File: config.mk
export PLATFORM = sky130hd
export DESIGN_NAME = pc_sequencer
export DESIGN_NICKNAME = d
export VERILOG_FILES = /design/src/rtl/cpu_pkg.sv /design/src/rtl/seq_next_pc.sv /design/src/rtl/pc_sequencer.sv
export SDC_FILE = /design/constraint.sdc
export NUM_CORES = 1
export LEC_CHECK = 0
export ABC_AREA = 1
export BUFFER_PORTS_ARGS = -buffer_cell sky130_fd_sc_hd__buf_2
export CAP_MARGIN = 15
export CORE_MARGIN = 8
export CORE_UTILIZATION = 51
export CTS_CLUSTER_DIAMETER = 60
export DETAILED_ROUTE_END_ITERATION = 16
export HOLD_SLACK_MARGIN = 0.1
export PLACE_DENSITY = 0.73
export RECOVER_POWER = 25
export SLEW_MARGIN = 20
export SYNTH_ARGS = -nofsm -noshare
export SYNTH_HDL_FRONTEND = slang
export SYNTH_SLANG_ARGS = --single-unit
File: constraint.sdc
create_clock -name CLK -period 4.1 [get_ports CLK]
set_clock_uncertainty 0.2 [all_clocks]
set_input_delay 0.205 -clock CLK [delete_from_list [all_inputs] [get_ports CLK]]
set_output_delay 0.205 -clock CLK [all_outputs]
set_load 0.005 [all_outputs]
File: src/rtl/cpu_pkg.sv
// Shared types and constants for the multicycle sequencer: FSM state
// encoding, trap cause codes and the sequential PC increment.
package cpu_pkg;

   typedef enum logic [2:0] {
      ST_FETCH  = 3'd0,
      ST_DECODE = 3'd1,
      ST_EXEC   = 3'd2,
      ST_MEM    = 3'd3,
      ST_WB     = 3'd4,
      ST_TRAP   = 3'd5
   } seq_state_t;

   localparam logic [1:0] CAUSE_NONE     = 2'b00;
   localparam logic [1:0] CAUSE_MISALIGN = 2'b01;
   localparam logic [1:0] CAUSE_FETCH_TO = 2'b10;
   localparam logic [1:0] CAUSE_DATA_TO  = 2'b11;

   localparam logic [31:0] PC_INC = 32'd4;

endpackage

File: src/rtl/seq_next_pc.sv
// Combinational next-PC unit: picks jal > jalr > taken branch > sequential
// and flags a target that is not word aligned.
module seq_next_pc
   import cpu_pkg::*;
(
   input  logic [31:0] pc,
   input  logic [31:0] imm,
   input  logic [31:0] rs1_val,
   input  logic        is_branch,
   input  logic        is_jal,
   input  logic        is_jalr,
   input  logic        br_taken,
   output logic [31:0] target,
   output logic        misaligned
);

   logic [31:0] w_pc_rel;
   logic [31:0] w_reg_rel;

   assign w_pc_rel  = pc + imm;
   assign w_reg_rel = (rs1_val + imm) & ~32'h1;

   always_comb begin
      target = pc + PC_INC;
      if (is_jal) begin
         target = w_pc_rel;
      end else if (is_jalr) begin
         target = w_reg_rel;
      end else if (is_branch && br_taken) begin
         target = w_pc_rel;
      end
   end

   assign misaligned = (target[1:0] != 2'b00);

endmodule

File: src/rtl/pc_sequencer.sv
// Multicycle instruction sequencer: orders fetch/decode/execute/memory/
// writeback, drives the PC update handshake, traps and counts retirements.
//
//   state  | meaning
//   -------+-------------------------------------------------------------
//   FETCH  | imem_req high, wait for imem_ack (bounded by TIMEOUT)
//   DECODE | one cycle for decoder flags to settle
//   EXEC   | register next PC or trap vector on misaligned target
//   MEM    | dmem_req high, wait for dmem_ack (bounded by TIMEOUT)
//   WB     | pc_write strobe, optional reg_write, instret += 1
//   TRAP   | pc_write + trap strobe with pc_next = TRAP_VEC
module pc_sequencer
   import cpu_pkg::*;
#(
   parameter logic [31:0] RESET_PC = 32'h0000_0000,
   parameter logic [31:0] TRAP_VEC = 32'h0000_0100,
   parameter int          TIMEOUT  = 16
) (
   input  logic        CLK,
   input  logic        RES,
   input  logic [31:0] pc,
   output logic        imem_req,
   input  logic        imem_ack,
   output logic        ir_write,
   input  logic        is_branch,
   input  logic        is_jal,
   input  logic        is_jalr,
   input  logic        is_load,
   input  logic        is_store,
   input  logic        br_taken,
   input  logic [31:0] imm,
   input  logic [31:0] rs1_val,
   output logic        dmem_req,
   input  logic        dmem_ack,
   output logic        reg_write,
   output logic [31:0] pc_next,
   output logic        pc_write,
   output logic        trap,
   output logic [1:0]  trap_cause,
   output logic [31:0] instret
);

   localparam logic        TO_EN   = (TIMEOUT > 0);
   localparam logic [31:0] TO_LAST = (TIMEOUT > 0) ? 32'(TIMEOUT - 1) : 32'd0;

   seq_state_t  r_state;
   seq_state_t  w_state_next;
   logic [31:0] r_pc_next;
   logic [1:0]  r_cause;
   logic [31:0] r_instret;
   logic [31:0] r_wait;

   logic [31:0] w_target;
   logic        w_misaligned;
   logic        w_timeout;
   logic        w_wait_inc;
   logic [1:0]  w_cause;
   logic        w_rw_ok;

   seq_next_pc u_next_pc (
      .pc         (pc),
      .imm        (imm),
      .rs1_val    (rs1_val),
      .is_branch  (is_branch),
      .is_jal     (is_jal),
      .is_jalr    (is_jalr),
      .br_taken   (br_taken),
      .target     (w_target),
      .misaligned (w_misaligned)
   );

   assign w_timeout = TO_EN && (r_wait == TO_LAST);

   always_ff @(posedge CLK or negedge RES) begin
      if (!RES) begin
         r_state <= ST_FETCH;
      end else begin
         r_state <= w_state_next;
      end
   end

   always_comb begin
      w_state_next = r_state;
      w_wait_inc   = 1'b0;
      w_cause      = CAUSE_NONE;
      case (r_state)
         ST_FETCH: begin
            if (imem_ack) begin
               w_state_next = ST_DECODE;
            end else if (w_timeout) begin
               w_state_next = ST_TRAP;
               w_cause      = CAUSE_FETCH_TO;
            end else begin
               w_wait_inc = 1'b1;
            end
         end
         ST_DECODE: w_state_next = ST_EXEC;
         ST_EXEC: begin
            if (w_misaligned) begin
               w_state_next = ST_TRAP;
               w_cause      = CAUSE_MISALIGN;
            end else if (is_load || is_store) begin
               w_state_next = ST_MEM;
            end else begin
               w_state_next = ST_WB;
            end
         end
         ST_MEM: begin
            if (dmem_ack) begin
               w_state_next = ST_WB;
            end else if (w_timeout) begin
               w_state_next = ST_TRAP;
               w_cause      = CAUSE_DATA_TO;
            end else begin
               w_wait_inc = 1'b1;
            end
         end
         ST_WB:   w_state_next = ST_FETCH;
         ST_TRAP: w_state_next = ST_FETCH;
         default: w_state_next = ST_FETCH;
      endcase
   end

   always_ff @(posedge CLK or negedge RES) begin
      if (!RES) begin
         r_pc_next <= RESET_PC;
         r_cause   <= CAUSE_NONE;
         r_instret <= 32'd0;
         r_wait    <= 32'd0;
      end else begin
         if (r_state == ST_EXEC) begin
            r_pc_next <= w_misaligned ? TRAP_VEC : w_target;
         end
         if ((w_state_next == ST_TRAP) && (r_state != ST_TRAP)) begin
            r_pc_next <= TRAP_VEC;
            r_cause   <= w_cause;
         end
         if (w_state_next != r_state) begin
            r_wait <= 32'd0;
         end else if (w_wait_inc) begin
            r_wait <= r_wait + 32'd1;
         end
         if (r_state == ST_WB) begin
            r_instret <= r_instret + 32'd1;
         end
      end
   end

   // A load+store combination behaves as a load, so it still writes back.
   assign w_rw_ok = !(is_store && !is_load) && !(is_branch && !is_jal && !is_jalr);

   // Gated by RES so nothing is requested while reset holds the FSM in FETCH.
   assign imem_req   = RES && (r_state == ST_FETCH);
   assign ir_write   = imem_req && imem_ack;
   assign dmem_req   = RES && (r_state == ST_MEM);
   assign pc_write   = RES && ((r_state == ST_WB) || (r_state == ST_TRAP));
   assign trap       = RES && (r_state == ST_TRAP);
   assign reg_write  = RES && (r_state == ST_WB) && w_rw_ok;
   assign pc_next    = r_pc_next;
   assign trap_cause = r_cause;
   assign instret    = r_instret;

endmodule
# Yosys cells after proc, flatten, opt, wreduce, memory -nomap -nowiden
# Cells that the tools add are included.
[word_totals]
reg_bits = 101
inputBits = 106
output_inout_bits = 72
[classes]
n_addsub = 5
eq_ne = 9
mux = 24
n_reduce_logical = 24
[op_table]
columns = ["operator", "n"]
rows = [
  ["32-bit two-way mux", 8],
  ["32-bit by 1-bit adder with 32-bit output, second input constant", 2],
  ["32-bit adder", 2],
  ["32-bit by 3-bit adder with 32-bit output, second input constant", 1],
  ["32-bit by 4-bit == test with 1-bit output, second input constant", 1],
  ["3-bit two-way mux", 5],
  ["1-bit logical AND", 13],
  ["3-bit one-hot mux with 4 select lines", 1],
  ["3-bit == test, second input constant", 3],
  ["2-bit two-way mux", 4],
  ["3-bit by 2-bit == test with 1-bit output, second input constant", 2],
  ["2-bit one-hot mux with 3 select lines", 1],
  ["2-bit nonzero test", 3],
  ["1-bit logical NOT", 5],
  ["1-bit two-way mux", 4],
  ["3-bit by 1-bit == test with 1-bit output, second input constant", 1],
  ["3-bit logical NOT", 1],
  ["3-bit != test", 1],
  ["3-bit != test, second input constant", 1],
  ["1-bit logical OR", 2],
  ["1-bit one-hot mux with 2 select lines", 1],
]

# Depth between registers and ports, before layout
[depth]
ltp_word = 10
mapped_depth = 18

# Hierarchy
# From an unflattened synthesis, not the netlist that was laid out.
[unflattened]
cells_unflattened = 1918
area_unflattened_um2 = 11315.9
[by_module_without_submodules]
columns = ["mod", "n_inst", "cells_per_inst", "area_per_inst_um2", "seq_area_each_um2"]
rows = [
  ["seq_next_pc", 1, 1201, 5919.4, 0.0],
  ["pc_sequencer", 1, 717, 5396.4, 2527.4],
]

# Least setup slack after synthesis
# No wires, ideal clock.
[synth_timing]
kind = "in2reg"
startpoint = "in pc[0]"
endpoint = "reg r_pc_next[14], in the netlist pc_next[14]"
setup_time_ps = 118
arrival_ps = 1782
required_ps = 3782
path_slack_ps = 2000
path_stages = 11
path_buffers = 0
cell_sequence = "ha_1 -> fa_1 -> nand2_1 -> o21ai_2 -> a21oi_1 -> o21ai_1 -> or2_2 -> nand3_1 -> nand2_1 -> nand2_1 -> nand2_1"
[synth_via]
elab_chain_cells = 10
word_cells_on_any_way = 14
classes_between = "add/sub: 2; eq/ne: 1; mux: 8; reduce/logical: 3"
[synth_rtl]
columns = ["element", "line", "rtl"]
rows = [
  ["start, declared", "pc_sequencer.sv:21", "input logic [31:0] pc,"],
  ["32-bit by 3-bit adder with 32-bit output or 32-bit adder (tied branches)", "seq_next_pc.sv:24, seq_next_pc.sv:20", ""],
  ["32-bit two-way mux", "seq_next_pc.sv:29", "end else if (is_branch && br_taken) begin"],
  ["32-bit two-way mux", "seq_next_pc.sv:27", "end else if (is_jalr) begin"],
  ["32-bit two-way mux *", "seq_next_pc.sv:25", "if (is_jal) begin"],
  ["2-bit nonzero test", "seq_next_pc.sv:34", "assign misaligned = (target[1:0] != 2'b00);"],
  ["3-bit two-way mux", "pc_sequencer.sv:99", "if (w_misaligned) begin"],
  ["3-bit one-hot mux with 4 select lines", "pc_sequencer.sv:86", "case (r_state)"],
  ["3-bit == test", "pc_sequencer.sv:134", "if ((w_state_next == ST_TRAP) && (r_state != ST_TRAP)) begin"],
  ["1-bit logical AND", "pc_sequencer.sv:134", ""],
  ["32-bit two-way mux or 2-bit nonzero test (tied branches)", "n/a", ""],
  ["end signal, assigned", "pc_sequencer.sv:132", "r_pc_next <= w_misaligned ? TRAP_VEC : w_target;"],
  ["end, declared", "pc_sequencer.sv:48", "logic [31:0] r_pc_next;"],
]
# Mark *: on every way between the ends. The rest lies on a longest branch, timed or not. The select of a mux whose other input is x is not followed.
# A chain may end at the register's enable or synchronous reset.

# Final worst setup path
[layout_timing]
startpoint = "reg r_state[2]"
endpoint = "reg r_pc_next[31], in the netlist pc_next[31]"
[layout_via]
elab_chain_cells = 6
word_cells_on_any_way = 13
classes_between = "eq/ne: 5; mux: 5; reduce/logical: 3"
[layout_rtl]
columns = ["element", "line", "rtl"]
rows = [
  ["start, declared", "pc_sequencer.sv:46", "seq_state_t r_state;"],
  ["start signal, assigned", "pc_sequencer.sv:78", "r_state <= w_state_next;"],
  ["3-bit two-way mux", "pc_sequencer.sv:90, pc_sequencer.sv:111", ""],
  ["3-bit two-way mux (on tied branches)", "pc_sequencer.sv:109, pc_sequencer.sv:88", ""],
  ["3-bit one-hot mux with 4 select lines", "pc_sequencer.sv:86", ""],
  ["3-bit == test", "pc_sequencer.sv:134", ""],
  ["1-bit logical AND", "pc_sequencer.sv:134", ""],
  ["32-bit two-way mux or 2-bit nonzero test (tied branches)", "n/a", ""],
]
# Parallel ways exist; a longest one is shown, timed or not.

==> flow_summary.toml <==
[final_layout]
area_growth_syn_to_fin_pct = 13.8
antennaDiodeCount = 0
fill_cells = 2158
nets = 2139
fraction_of_final_layout_cells_with_drive_strength_greater_than_1_pct = 10.1
layout.core_utilization_pct = 58.8
final_area_sq_mm = 0.0123

[synthesis]
synth_warnings = 0
synth_instances = 1789
synth_area_per_cell_sq_um = 6.05
synth_top_area_share_pct = 23.4
yosysSeqAreaShare_pct = 23.4
postSynth.asyncResetShare_pct = 100
ys_ff_latch = 101
ys_types = 50
synth_top_area_cell = "dfrtp_1"
ys.flop_type = "dfrtp_1"
postSynthNetCount = 1961
post-synth-top-count-cell = "nand2_1"
post_synth_instance_area_sq_mm = 0.0108
synth.cells.most_frequent = "561 x nand2_1, 252 x inv_1, 193 x nor2_1"
ys_top_cells_by_area = "dfrtp_1 23%, nand2_1 19%, inv_1 8.7%"
synth-edff-count = 0

[drt]
detailed_route_vias_per_instance = 5.51
routed-wl-met2_um = 17500
detailedRoute.firstPassIterationCount = 7
detail_route.wirelength_um = 38800
detailroute.wirelength.met3_um = 2670
detail_routed_net_length_per_standard_cell_um = 17.3
route.vias.total = 12400
drc = 0
postRouteAntennaNets = 0
top_signal_layer_used = "met4"
m1_wire_length_um = 16900
drt_iter0_drc = 953

[clocking]
cts_hold_buf = 8
cts.root.buffer_cell = "clkbuf_16"
ctsHtreeMaxLevel = 3
clock_path_buffers = 2
ctsResizeCount = 0
cts.sink_count = 101
setup_fix_buffers_added_after_clock_tree_synthesis = 0
clock_transition_at_the_register_clock_pins_on_the_worst_setup_and_hold_paths_after_cts_ns = 0.07
tritoncts.num_buffers = 9
clock_tree_from_tritoncts = "built"
insertion_delay_ns = 0.36

[place]
gp_congestion = 0.980
dp_hpwl_um = 32700
dpl_cell_area_sq_mm = 0.0120
placement.io_buffers = 177

[global_routing]
antenna_violations_before_repair = 0
grt_pass1_vias = 12000
grt_start_max_net_pins = 84
gr-total-overflow = 0
global_route_wire_length_before_repair_um = 61000
groute.usage.overall_pct = 29.1

[power]
power_frac_seq_pct = 34.5
switchingPower_mw = 1.62
irDropWorstVdd_mv = 0.283
clock_power_share_pct = 24.1
p_comb_share_pct = 41.3
power.internal_mw = 2.28
sw_frac_of_total_pct = 41.6
cellPowerDensity_mw_per_mm2 = 317
p_leak_nw = 6.54

[outcome]
status = "completed"

[sta]
fin_setup_tns_ns = 0
setup_viol = 0
finalHoldWorstSlack_ns = 0.132
timing_max_transition_violations_final = 0
rsz0062_at_grt = "no"
fmaxAchievable_mhz = 385
worst_slew_margin_relative_to_its_limit_pct = 39.2
post-route-period-util_pct = 63.3
hold_viol_final = 0
finalCriticalPeriod_ns = 2.60
worst-slew-pin-transition_ns = 0.911

[die]
placeable_core_area_sq_mm = 0.0210
starting_density_of_the_core_pct = 51.6
design.portCount = 178
floorplan.rows = 53
chip_width_um = 162
die_h_um = 162
die-area_sq_mm = 0.0261

[run]
max-cap-violations = 0

[critical_path]
worst-setup-path-type = "reg -> reg"
timing.critical_path.required_ns = 4.20
worstSetupEndpointType = "flip-flop"
critical_path_peak_fanout = 34
worst-endpoint-arrival_ns = 2.69
start_kind = "flip-flop"

[worst_hold_path]
timing.hold.worst.class = "in -> reg"
[critical path, stage by stage, from the launching register on]
cell and delay [ns]:
dfrtp_1 0.48, nor3_2 0.31, inv_2 0.31, nor2_2 0.80
buf_4 0.30, nand2_1 0.08, nand2_1 0.06
[cell type report]
type                       count  area, sq um  area share (%)
multi-input combinational   1398         7170            58.2
sequential                   101         2530            20.5
inverter                     268         1010            8.17
timing repair buffer         189          935            7.59
tap                          275          344            2.79
clock buffer                   9          225            1.83
clock inverter                 7          105           0.854
[layer usage]
metal | global-route usage, % | vias up
li1 | - | 6112
met1 | 37.4 | 5653
met2 | 47.7 | 510
met3 | 3.72 | 97
met4 | 13.4 | 0
met5 | 0 | -
[state kept, by name, summed over array words and instances (netlist names)]
name	cells
trap_cause	2
r_state	3
pc_next	32
instret	32
r_wait	32
[stage by stage]
| stage | power (mW) | setup slack [ns] | cells |
|---|---|---|---|
| final | 3.91 | 1.50 | 2247 |
| after global routing | 4.18 | 1.27 | 2247 |
| after CTS | 3.93 | 1.54 | 2247 |
| after detailed placement | 2.98 | 1.31 | 2223 |
| after global placement | 2.96 | 1.36 | 2223 |
| after floorplan | 2.36 | 2.00 | 1789 |
[final timing paths]
kind	startpoint	end	slack (ns)	cells past startpoint
min in group asynchronous	RES	r_wait[22]	0.35	3
worst max-delay path	r_state[2]	pc_next[31]	1.50	6
worst max register to register	r_state[2]	pc_next[31]	1.50	6
worst min register to register	r_wait[0]	r_wait[0]	0.26	1
worst min-delay path	is_jal	pc_next[2]	0.13	4
max in group asynchronous	RES	r_wait[4]	2.34	3
[cells by family after synthesis]
| logic type | share of synthesized area, % |
|---|---|
| compound gates | 8.66 |
| xor+xnor | 6.32 |
| fa+ha+maj | 7.77 |
| buf+inv | 10.4 |
| flops | 23.4 |
| mux | 0.104 |
| simple gates | 43.4 |
[layout by cell type (no fill, tap or decap), drive strengths merged]
cell	Yosys	layout
nand2	565	565
inv	268	270
nor2	204	204
nand3	168	168
buf	12	127
dfrtp	101	101
a21oi	81	81
o21ai	74	74
ha	64	64
clkbuf	10	63
nor3	59	59
xor2	53	53
nand4	41	41
xnor2	25	25
nor4	17	17
nand3b	10	10
dlygate4sd3	0	8
or2	5	5
and2	4	4
o211ai	3	3
o21a	3	3
o21bai	3	3
nor3b	3	3
a31oi	2	2
a21o	2	2
and3	2	2
a31o	2	2
o22ai	2	2
fa	2	2
bufinv	0	2
clkinv	0	2
o221ai	1	1
a21boi	1	1
a211o	1	1
mux2	1	1
clkinvlp	0	1
[power groups by stage]
stage	clock, mW	sequential [mW]	combinational, mW
3_5_place_dp	0	1.36	1.62
3_3_place_gp	0	1.35	1.61
4_1_cts	0.941	1.34	1.65
2_1_floorplan	0	1.34	1.01
6_report	0.942	1.35	1.61
5_1_grt	0.986	1.37	1.82
Note: power is estimated with default switching activity, not from simulation.
